File: src/rtl/timer_pkg.sv
// Shared constants for the mm:ss countdown timer: state encodings, widths and
// the BCD load-value clamp.
package timer_pkg;

  localparam int BCD_W   = 8;
  localparam int TIME_W  = 2 * BCD_W;
  localparam int STATE_W = 3;

  localparam logic [STATE_W-1:0] ST_IDLE      = 3'd0;
  localparam logic [STATE_W-1:0] ST_READY     = 3'd1;
  localparam logic [STATE_W-1:0] ST_RUN       = 3'd2;
  localparam logic [STATE_W-1:0] ST_PAUSE     = 3'd3;
  localparam logic [STATE_W-1:0] ST_FLASH_ON  = 3'd4;
  localparam logic [STATE_W-1:0] ST_FLASH_OFF = 3'd5;

  // Saturate each nibble of a BCD pair: units at 9, tens at max_tens.
  function automatic logic [BCD_W-1:0] clamp_bcd(input logic [BCD_W-1:0] v,
                                                 input logic [3:0]       max_tens);
    logic [3:0] tens;
    logic [3:0] units;
    tens  = (v[7:4] > max_tens) ? max_tens : v[7:4];
    units = (v[3:0] > 4'd9)     ? 4'd9     : v[3:0];
    return {tens, units};
  endfunction

endpackage

File: src/rtl/bcd_mmss_dec.sv
// Combinational BCD mm:ss decrement-by-one; saturates at 00:00 and flags a
// zero result.
module bcd_mmss_dec
  import timer_pkg::*;
(
  input  logic [TIME_W-1:0] mmss_i,
  output logic [TIME_W-1:0] mmss_o,
  output logic              zero_o
);

  logic [3:0] min_t, min_u, sec_t, sec_u;

  always_comb begin
    // NOTE: every variable gets a default first so no path can infer a latch.
    {min_t, min_u, sec_t, sec_u} = mmss_i;
    if (mmss_i == '0) begin
      {min_t, min_u, sec_t, sec_u} = '0;
    end else if (sec_u != 4'd0) begin
      sec_u = sec_u - 4'd1;
    end else if (sec_t != 4'd0) begin
      sec_t = sec_t - 4'd1;
      sec_u = 4'd9;
    end else begin
      // ss == 00 with a non-zero total: borrow a minute.
      sec_t = 4'd5;
      sec_u = 4'd9;
      if (min_u != 4'd0) begin
        min_u = min_u - 4'd1;
      end else begin
        min_u = 4'd9;
        min_t = min_t - 4'd1;
      end
    end
    mmss_o = {min_t, min_u, sec_t, sec_u};
    zero_o = (mmss_o == '0);
  end

endmodule

File: src/rtl/countdown_timer_core.sv
// mm:ss countdown timer: load, start, pause, clear, once-per-second BCD
// decrement and an alarm-flash phase on expiry. All outputs are registered.
module countdown_timer_core
  import timer_pkg::*;
#(
  parameter int CLK_HZ      = 50_000_000,
  parameter int FLASH_HALF  = 12_500_000,
  parameter int FLASH_COUNT = 5,
  parameter int LED_W       = 10
) (
  input  logic               CLOCK_50,
  input  logic               RESET,
  input  logic               clear,
  input  logic               start,
  input  logic               pause,
  input  logic               load_min,
  input  logic               load_sec,
  input  logic [BCD_W-1:0]   value,
  output logic [BCD_W-1:0]   min_bcd,
  output logic [BCD_W-1:0]   sec_bcd,
  output logic [STATE_W-1:0] state,
  output logic [LED_W-1:0]   alarm_led,
  output logic               done
);

  localparam int PRE_W = (CLK_HZ > 1) ? $clog2(CLK_HZ) : 1;
  localparam int FL_W  = (FLASH_HALF > 1) ? $clog2(FLASH_HALF) : 1;
  localparam int PH_W  = $clog2(FLASH_COUNT + 1);

  localparam logic [PRE_W-1:0] PRE_LAST = PRE_W'(CLK_HZ - 1);
  localparam logic [FL_W-1:0]  FL_LAST  = FL_W'(FLASH_HALF - 1);
  localparam logic [PH_W-1:0]  PH_LAST  = PH_W'(FLASH_COUNT);

  logic [STATE_W-1:0] state_q, state_d;
  logic [BCD_W-1:0]   min_q, min_d;
  logic [BCD_W-1:0]   sec_q, sec_d;
  logic [PRE_W-1:0]   pre_q, pre_d;
  logic [FL_W-1:0]    fl_cnt_q, fl_cnt_d;
  logic [PH_W-1:0]    phase_q, phase_d;
  logic [LED_W-1:0]   alarm_q, alarm_d;
  logic               done_q, done_d;

  logic [TIME_W-1:0]  dec_time;
  logic               dec_zero;
  logic [BCD_W-1:0]   new_min, new_sec;

  bcd_mmss_dec u_dec (
    .mmss_i (({min_q, sec_q})),
    .mmss_o (dec_time),
    .zero_o (dec_zero)
  );

  assign new_min = load_min ? clamp_bcd(value, 4'd9) : min_q;
  assign new_sec = load_sec ? clamp_bcd(value, 4'd5) : sec_q;

  always_comb begin
    state_d  = state_q;
    min_d    = min_q;
    sec_d    = sec_q;
    pre_d    = pre_q;
    fl_cnt_d = fl_cnt_q;
    phase_d  = phase_q;
    done_d   = 1'b0;

    if (clear) begin
      state_d  = ST_IDLE;
      min_d    = '0;
      sec_d    = '0;
      pre_d    = '0;
      fl_cnt_d = '0;
      phase_d  = '0;
    end else begin
      case (state_q)
        ST_IDLE, ST_READY: begin
          // A pause here has no effect but still outranks start and loads.
          if (pause) begin
            state_d = state_q;
          end else if (start) begin
            if (state_q == ST_READY && {min_q, sec_q} != '0) begin
              state_d = ST_RUN;
              pre_d   = '0;
            end
          end else if (load_min || load_sec) begin
            min_d   = new_min;
            sec_d   = new_sec;
            state_d = ({new_min, new_sec} != '0) ? ST_READY : ST_IDLE;
          end
        end
        ST_RUN: begin
          if (pause) begin
            state_d = ST_PAUSE;
          end else if (pre_q == PRE_LAST) begin
            pre_d          = '0;
            {min_d, sec_d} = dec_time;
            if (dec_zero) begin
              state_d  = ST_FLASH_ON;
              fl_cnt_d = '0;
              phase_d  = '0;
              done_d   = 1'b1;
            end
          end else begin
            pre_d = pre_q + 1'b1;
          end
        end
        ST_PAUSE: begin
          if (start) state_d = ST_RUN;
        end
        ST_FLASH_ON: begin
          if (fl_cnt_q == FL_LAST) begin
            fl_cnt_d = '0;
            phase_d  = phase_q + 1'b1;
            state_d  = ST_FLASH_OFF;
          end else begin
            fl_cnt_d = fl_cnt_q + 1'b1;
          end
        end
        ST_FLASH_OFF: begin
          if (fl_cnt_q == FL_LAST) begin
            fl_cnt_d = '0;
            if (phase_q == PH_LAST) begin
              state_d = ST_IDLE;
              phase_d = '0;
            end else begin
              state_d = ST_FLASH_ON;
            end
          end else begin
            fl_cnt_d = fl_cnt_q + 1'b1;
          end
        end
        default: state_d = ST_IDLE;
      endcase
    end

    alarm_d = (state_d == ST_FLASH_ON) ? {LED_W{1'b1}} : '0;
  end

  always_ff @(posedge CLOCK_50 or posedge RESET) begin
    if (RESET) begin
      state_q  <= ST_IDLE;
      min_q    <= '0;
      sec_q    <= '0;
      pre_q    <= '0;
      fl_cnt_q <= '0;
      phase_q  <= '0;
      alarm_q  <= '0;
      done_q   <= 1'b0;
    end else begin
      // NOTE: non-blocking assignments keep every flop sampling pre-edge values.
      state_q  <= state_d;
      min_q    <= min_d;
      sec_q    <= sec_d;
      pre_q    <= pre_d;
      fl_cnt_q <= fl_cnt_d;
      phase_q  <= phase_d;
      alarm_q  <= alarm_d;
      done_q   <= done_d;
    end
  end

  assign min_bcd   = min_q;
  assign sec_bcd   = sec_q;
  assign state     = state_q;
  assign alarm_led = alarm_q;
  assign done      = done_q;

endmodule

File: config.mk
export PLATFORM = sky130hd
export DESIGN_NAME = countdown_timer_core
export DESIGN_NICKNAME = d
export VERILOG_FILES = /design/src/rtl/timer_pkg.sv /design/src/rtl/bcd_mmss_dec.sv /design/src/rtl/countdown_timer_core.sv
export SDC_FILE = /design/constraint.sdc
export NUM_CORES = 1
export LEC_CHECK = 0
export BUFFER_PORTS_ARGS = -buffer_cell sky130_fd_sc_hd__buf_2
export CORE_MARGIN = 5
export CORE_UTILIZATION = 50
export CTS_CLUSTER_SIZE = 10
export DETAILED_ROUTE_END_ITERATION = 16
export PLACE_DENSITY = 0.81
export SYNTH_ARGS = -nofsm -noshare
export SYNTH_HDL_FRONTEND = slang
export SYNTH_HIERARCHICAL = 1
export SYNTH_SLANG_ARGS = --single-unit
export TNS_END_PERCENT = 50
File: constraint.sdc
create_clock -name CLOCK_50 -period 5.6 [get_ports CLOCK_50]
set_clock_uncertainty 0.1 [all_clocks]
set_input_delay 0 -clock CLOCK_50 [delete_from_list [all_inputs] [get_ports CLOCK_50]]
set_output_delay 0 -clock CLOCK_50 [all_outputs]
set_load 0.05 [all_outputs]
### Yosys cells after proc, flatten, opt, wreduce, memory -nomap -nowiden

Cells that the tools add are included.

| cells by class | value |
|---|---|
| $lt $le $gt $ge | 3 |
| shift operators | 0 |
| multiplexer cells | 73 |
| multipliers | 0 |
| bitwise gates (word level) | 0 |
| $add $sub $neg | 7 |
| reductions and logical operators | 19 |
| divide/modulo/power cells | 0 |
| equality and inequality tests | 20 |

Operator list:

| operator | number |
|---|---|
| 2-to-1 mux 26 bit | 6 |
| 2-to-1 mux 24 bit | 5 |
| 2-to-1 mux 8 bit | 14 |
| 2-to-1 mux 4 bit | 16 |
| 2-to-1 mux 3 bit | 19 |
| one-hot mux 26 bit (2 select lines) | 1 |
| one-hot mux 24 bit (2 select lines) | 1 |
| != test 3 bit, second input constant | 11 |
| zero test 16 bit | 2 |
| one-hot mux 8 bit (2 select lines) | 2 |
| nonzero test 16 bit | 2 |
| adder 26 x 1 -> 26 bit, second input constant | 1 |
| equality test 26 bit, second input constant | 1 |
| adder 24 x 1 -> 24 bit, second input constant | 1 |
| equality test 24 bit, second input constant | 1 |
| nonzero test 4 bit | 4 |
| subtractor 4 x 1 -> 4 bit, second input constant | 4 |
| one-hot mux 3 bit (5 select lines) | 1 |
| equality test 3 bit, second input constant | 4 |
| 2-to-1 mux 10 bit | 1 |
| one-hot mux 3 bit (3 select lines) | 1 |
| > comparator 4 bit, second input constant | 2 |
| AND reduction 7 bit | 1 |
| equality test 3 x 2 -> 1 bit, second input constant | 2 |
| other kinds (12) | 19 |

| word-level totals | value |
|---|---|
| register bits | 83 |
| bits in latches | 0 |
| memories | 0 |
| word-level logic and storage cells | 130 |
| input bits | 15 |
| ROM bits | 0 |
| output and inout port bits | 30 |
| memory bits (writable) | 0 |

### Logic depth before layout (Yosys ltp)

| depth | value |
|---|---|
| word-level depth | 13 |
| depth in mapped cells | 14 |
| mapped depth without buffers | 12 |

### Modules after synthesis

The synthesis kept the hierarchy.

Modules (own cells, without submodules):

| module | times used | seq. area each (sq um) | cells each | area each (sq um) |
|---|---|---|---|---|
| countdown_timer_core | 1 | 1,851.8 | 534 | 4,647.0 |
| bcd_mmss_dec | 1 | 0.0 | 88 | 548.0 |

### Least setup slack after synthesis

No wires, ideal clock.

| timing path | value |
|---|---|
| kind | reg2reg |
| start point | register sec_q[0], in the netlist sec_bcd[0] |
| end point | register phase_q[2] |
| buffers on the path | 1 |
| library setup time | 0.077 ns |
| cell stages (with the launch flop) | 14 |
| arrival time | 4.074 ns |
| required time | 5.423 ns |
| slack | 1.349 ns |
| clock period less this slack | 4.251 ns |
| cell sequence | dfrtp_1 -> inv_1 -> ha_1 -> nor4b_1 -> nand2_1 -> or4b_1 -> o211a_1 -> nor4_2 -> nand4b_1 -> or4_4 -> buf_6 -> a21boi_4 -> or4b_1 -> o21ai_1 |

| between the ends | value |
|---|---|
| word-level cells in the longest chain between the ends | 6 |
| elaborated cells between the ends (all ways) | 14 |
| those cells by class | 1 x add/sub; 1 x eq/ne; 8 x mux; 4 x reduce/logical |

RTL lines:

| what | line | text |
|---|---|---|
| from (decl) | countdown_timer_core.sv:36 | `logic [BCD_W-1:0] sec_q, sec_d;` |
| from (signal assigned) | countdown_timer_core.sv:141 | `sec_q <= '0;` |
| from (signal assigned) | countdown_timer_core.sv:151 | `sec_q <= sec_d;` |
| subtractor 4 x 1 -> 4 bit / nonzero test 4 bit (equally long branches) | bcd_mmss_dec.sv:19, bcd_mmss_dec.sv:18 |  |
| 2-to-1 mux 4 bit | bcd_mmss_dec.sv:18 | `end else if (sec_u != 4'd0) begin` |
| 2-to-1 mux 4 bit | bcd_mmss_dec.sv:16 | `if (mmss_i == '0) begin` |
| zero test 16 bit * | bcd_mmss_dec.sv:35 | `zero_o = (mmss_o == '0);` |
| net dec_zero | countdown_timer_core.sv:44 | `logic dec_zero;` |
| != test 3 bit (no source line) * | - |  |
| AND reduction 7 bit (no source line) * | - |  |
| to (signal assigned) | countdown_timer_core.sv:154 | `phase_q <= phase_d;` |
| to (decl) | countdown_timer_core.sv:39 | `logic [PH_W-1:0] phase_q, phase_d;` |

The timed path passes the listed nets; every way through them passes the cells marked *.
A chain may end at the register's enable or synchronous reset.

### Worst setup path in the final report

| timing path | value |
|---|---|
| start point | register sec_q[0], in the netlist sec_bcd[0] |
| end point | register fl_cnt_q[7] |

| between the ends | value |
|---|---|
| word-level cells in the longest chain between the ends | 6 |
| elaborated cells between the ends (all ways) | 14 |
| those cells by class | 1 x add/sub; 1 x eq/ne; 8 x mux; 4 x reduce/logical |

RTL lines:

| what | line | text |
|---|---|---|
| subtractor 4 x 1 -> 4 bit / nonzero test 4 bit (equally long branches) | bcd_mmss_dec.sv:19, bcd_mmss_dec.sv:18 |  |
| 2-to-1 mux 4 bit | bcd_mmss_dec.sv:18 |  |
| 2-to-1 mux 4 bit | bcd_mmss_dec.sv:16 |  |
| zero test 16 bit * | bcd_mmss_dec.sv:35 |  |
| net dec_zero | countdown_timer_core.sv:44 |  |
| != test 3 bit (no source line) * | - |  |
| AND reduction 4 bit (no source line) * | - |  |
| to (signal assigned) | countdown_timer_core.sv:153 | `fl_cnt_q <= fl_cnt_d;` |
| to (decl) | countdown_timer_core.sv:38 | `logic [FL_W-1:0] fl_cnt_q, fl_cnt_d;` |

Marks and branches as above.

==> impl_metrics.toml <==
[finish]
final_cell_area_sq_um = 5650
drive_gt1_share_pct = 12.5
diodes = 0
final_nets = 672
syn_to_final_growth_pct = 8.77
finalCoreUtilization_pct = 55.2
fin_cells = 790
layout.cells.most_common = "nor2_1"
mostFrequentLayoutCells = "nor2_1, dfrtp_1, nand2_1"

[global_routing]
overflow = 0
grt_max_degree = 75
antenna_found_initial = 0
grt_first_pass_wirelength_mm = 23.2
gr-usage-all-layers_pct = 21.9
grt_pass1_vias = 4833

[clock_tree]
clock_sinks = 74
ctsResizeCount = 0
cts_tree = "built"
clock_latency_ns = 0.36
cts_made_buffers = 9
h-tree-depth = 3
clock_path_buffers = 2
clkTransAtPathRegs_ns = 0.08
post_cts_buffers = 0
postCtsHoldBufs = 3
root_buffer = "clkbuf_8"

[outcome]
status = "completed"

[timing]
rsz0062_at_grt = "false"
setup_viol = 0
worst_pin_slew_ns = 1.14
hold_ws_ns = 0.0541
slew_headroom_pct = 23.1
setup_slack_ns = 0.948
hold_viol_final = 0
fin_tns_setup_ns = 0
min_period_ns = 4.65
final_max_slew_viol_count = 0
max_freq_ghz = 0.215
period_share_pct = 83.1

[floorplan]
coreArea_sq_um = 10200
io_pins = 45
die_x_um = 112
fp-row-count = 37
initial_utilization_pct = 50.8
die_area_sq_um = 12500
die_h_um = 112

[placement]
port_buffers = 44
pre_cts_ws_ns = 1.03
gp_congestion = 0.929
dp_hpwl_mm = 9.33
dp.cells = 771
dpl_cell_area_sq_um = 5420

[worst_setup_path]
path_class = "flop to flop"
critPathLaunchType = "flop"
path_buf_inv = 1
timing.critical_path.cells = "inv_1 > ha_1 > nor4b_1 > nand2_1 > or4b_1 > o211a_1 > nor4_2 > nand4b_1 > or4_4 > and2_1 > or3_1 > a21oi_1"
critPathSlowestCell = "or4_4"
critPathTopFamily = "simple AND/OR/NAND/NOR gates"
cp.arrival_ns = 4.81
crit_required_ns = 5.76
critPathMaxFanout = 16
setup.worst_path.end_class = "flop"
max_stage_delay_ns = 0.61

[detailed_routing]
wl_mm = 13.3
wl_per_cell_um = 16.9
drt_iter0_markers = 469
firstDrtPassIters = 5
route.vias.total = 4931
ant_nets = 0
drc = 0
via_per_inst = 6.24

[min_path]
holdCritPathClass = "input pin to flop"

[synth]
synth_warnings = 6
synth_edf_count = 0
synth_cells = 622
ys_ff_latch = 74
synthesis.nets = 645
avgSynthCellArea_sq_um = 8.35
async_reset_ff_share_pct = 100
synth_area_leaders = "dfrtp_1, nor2_1, nand2_1"
synth_cell_types = 66
yosysTopAreaCell = "dfrtp_1"
dominantRegCellSynth = "dfrtp_1"
ys_seq_area_share_pct = 35.6
synth_top_area_share_pct = 35.6
netlist_area_sq_um = 5190

[pwr]
power_density_nw_per_um2 = 208
finalPower_mw = 1.18
power_leakage_nw = 2.38
peakVddDrop_mv = 0.108

[flow_run]
drv_cap = 0
## final cells by class
class	instances	area (sq um)
clock buffers	10	138
clock inverters	6	65.1
repair buffers	51	280
flip-flops and latches	74	1850
inverters	21	78.8
multi-input cells	492	3070
well taps	136	170
fillers	936	4580
## power by group
group / switching, mW / internal [mW] / total (mW)
clock: 0.211 / 0.219 / 0.430
sequential: 0.0149 / 0.539 / 0.554
combinational: 0.128 / 0.0645 / 0.193
## tightest hold or removal path: cells and delay by family
| family | cells | cell delay [ns] |
|---|---|---|
| buffers and inverters | 1 | 0.14 |
| AO/OA/AOI/OAI | 2 | 0.18 |
| multiplexers | 1 | 0.14 |
## registers in the layout (all words and copies together), names as in the netlist
register   cells
fl_cnt_q      24
state          3
done           1
phase_q        3
pre_q         26
sec_bcd        8
alarm_led      1
min_bcd        8
## synthesized netlist by cell type, types with 5 or more instances
library cell,n
nor4b_1,6
nor3b_1,7
nor2_1,75
buf_4,9
a2111oi_0,5
inv_1,21
nor4_1,7
a31oi_1,8
and2_1,9
nand2b_1,11
nand3_1,25
o41ai_1,7
o21ai_0,46
clkbuf_1,17
nand2_1,65
buf_6,5
nand4_1,15
xnor2_1,23
a21oi_1,35
nor2b_1,6
a2111oi_2,5
a211o_1,11
and3_1,8
ha_1,8
mux2i_1,15
a211oi_1,9
dfrtp_1,74
nor3_1,13
or3_1,6
o31ai_1,9
and4_1,5
## worst paths after layout
| path | to | slack [ns] | from | depth (start not counted) |
|---|---|---|---|---|
| hold / removal | min_bcd[7] | 0.05 | value[7] | 4 |
| hold reg to reg | pre_q[3] | 0.40 | pre_q[3] | 1 |
| max in group asynchronous | pre_q[5] | 4.42 | RESET | 4 |
| setup reg to reg | fl_cnt_q[7] | 0.95 | sec_bcd[0] | 12 |
| min in group asynchronous | fl_cnt_q[16] | 0.38 | RESET | 4 |
| setup / recovery | fl_cnt_q[7] | 0.95 | sec_bcd[0] | 12 |
## metal layers
layer | vias up | part of all wire (%) | track usage (%) | routed length (um)
met5 | - | 0 | 0 | 0
met4 | 0 | 2.4 | 8.57 | 313
met3 | 26 | 5.7 | 2.99 | 756
met2 | 177 | 48 | 36.6 | 6400
met1 | 2390 | 44 | 28.8 | 5850
li1 | 2338 | - | - | -
## cell families (layout without fill, tap and decap cells)
kind of cell	Yosys count	after routing	share of synthesized area (%)
adders and majority gates	8	8	1.93
xor gates and xnor gates	23	23	3.88
muxes	17	17	3.32
DFF	74	74	35.6
AOI/OAI and AO/OA	164	164	21.9
and+or+nand+nor	280	280	27.9
buffers and inverters	56	88	5.47
(Power assumes the default switching activity.)
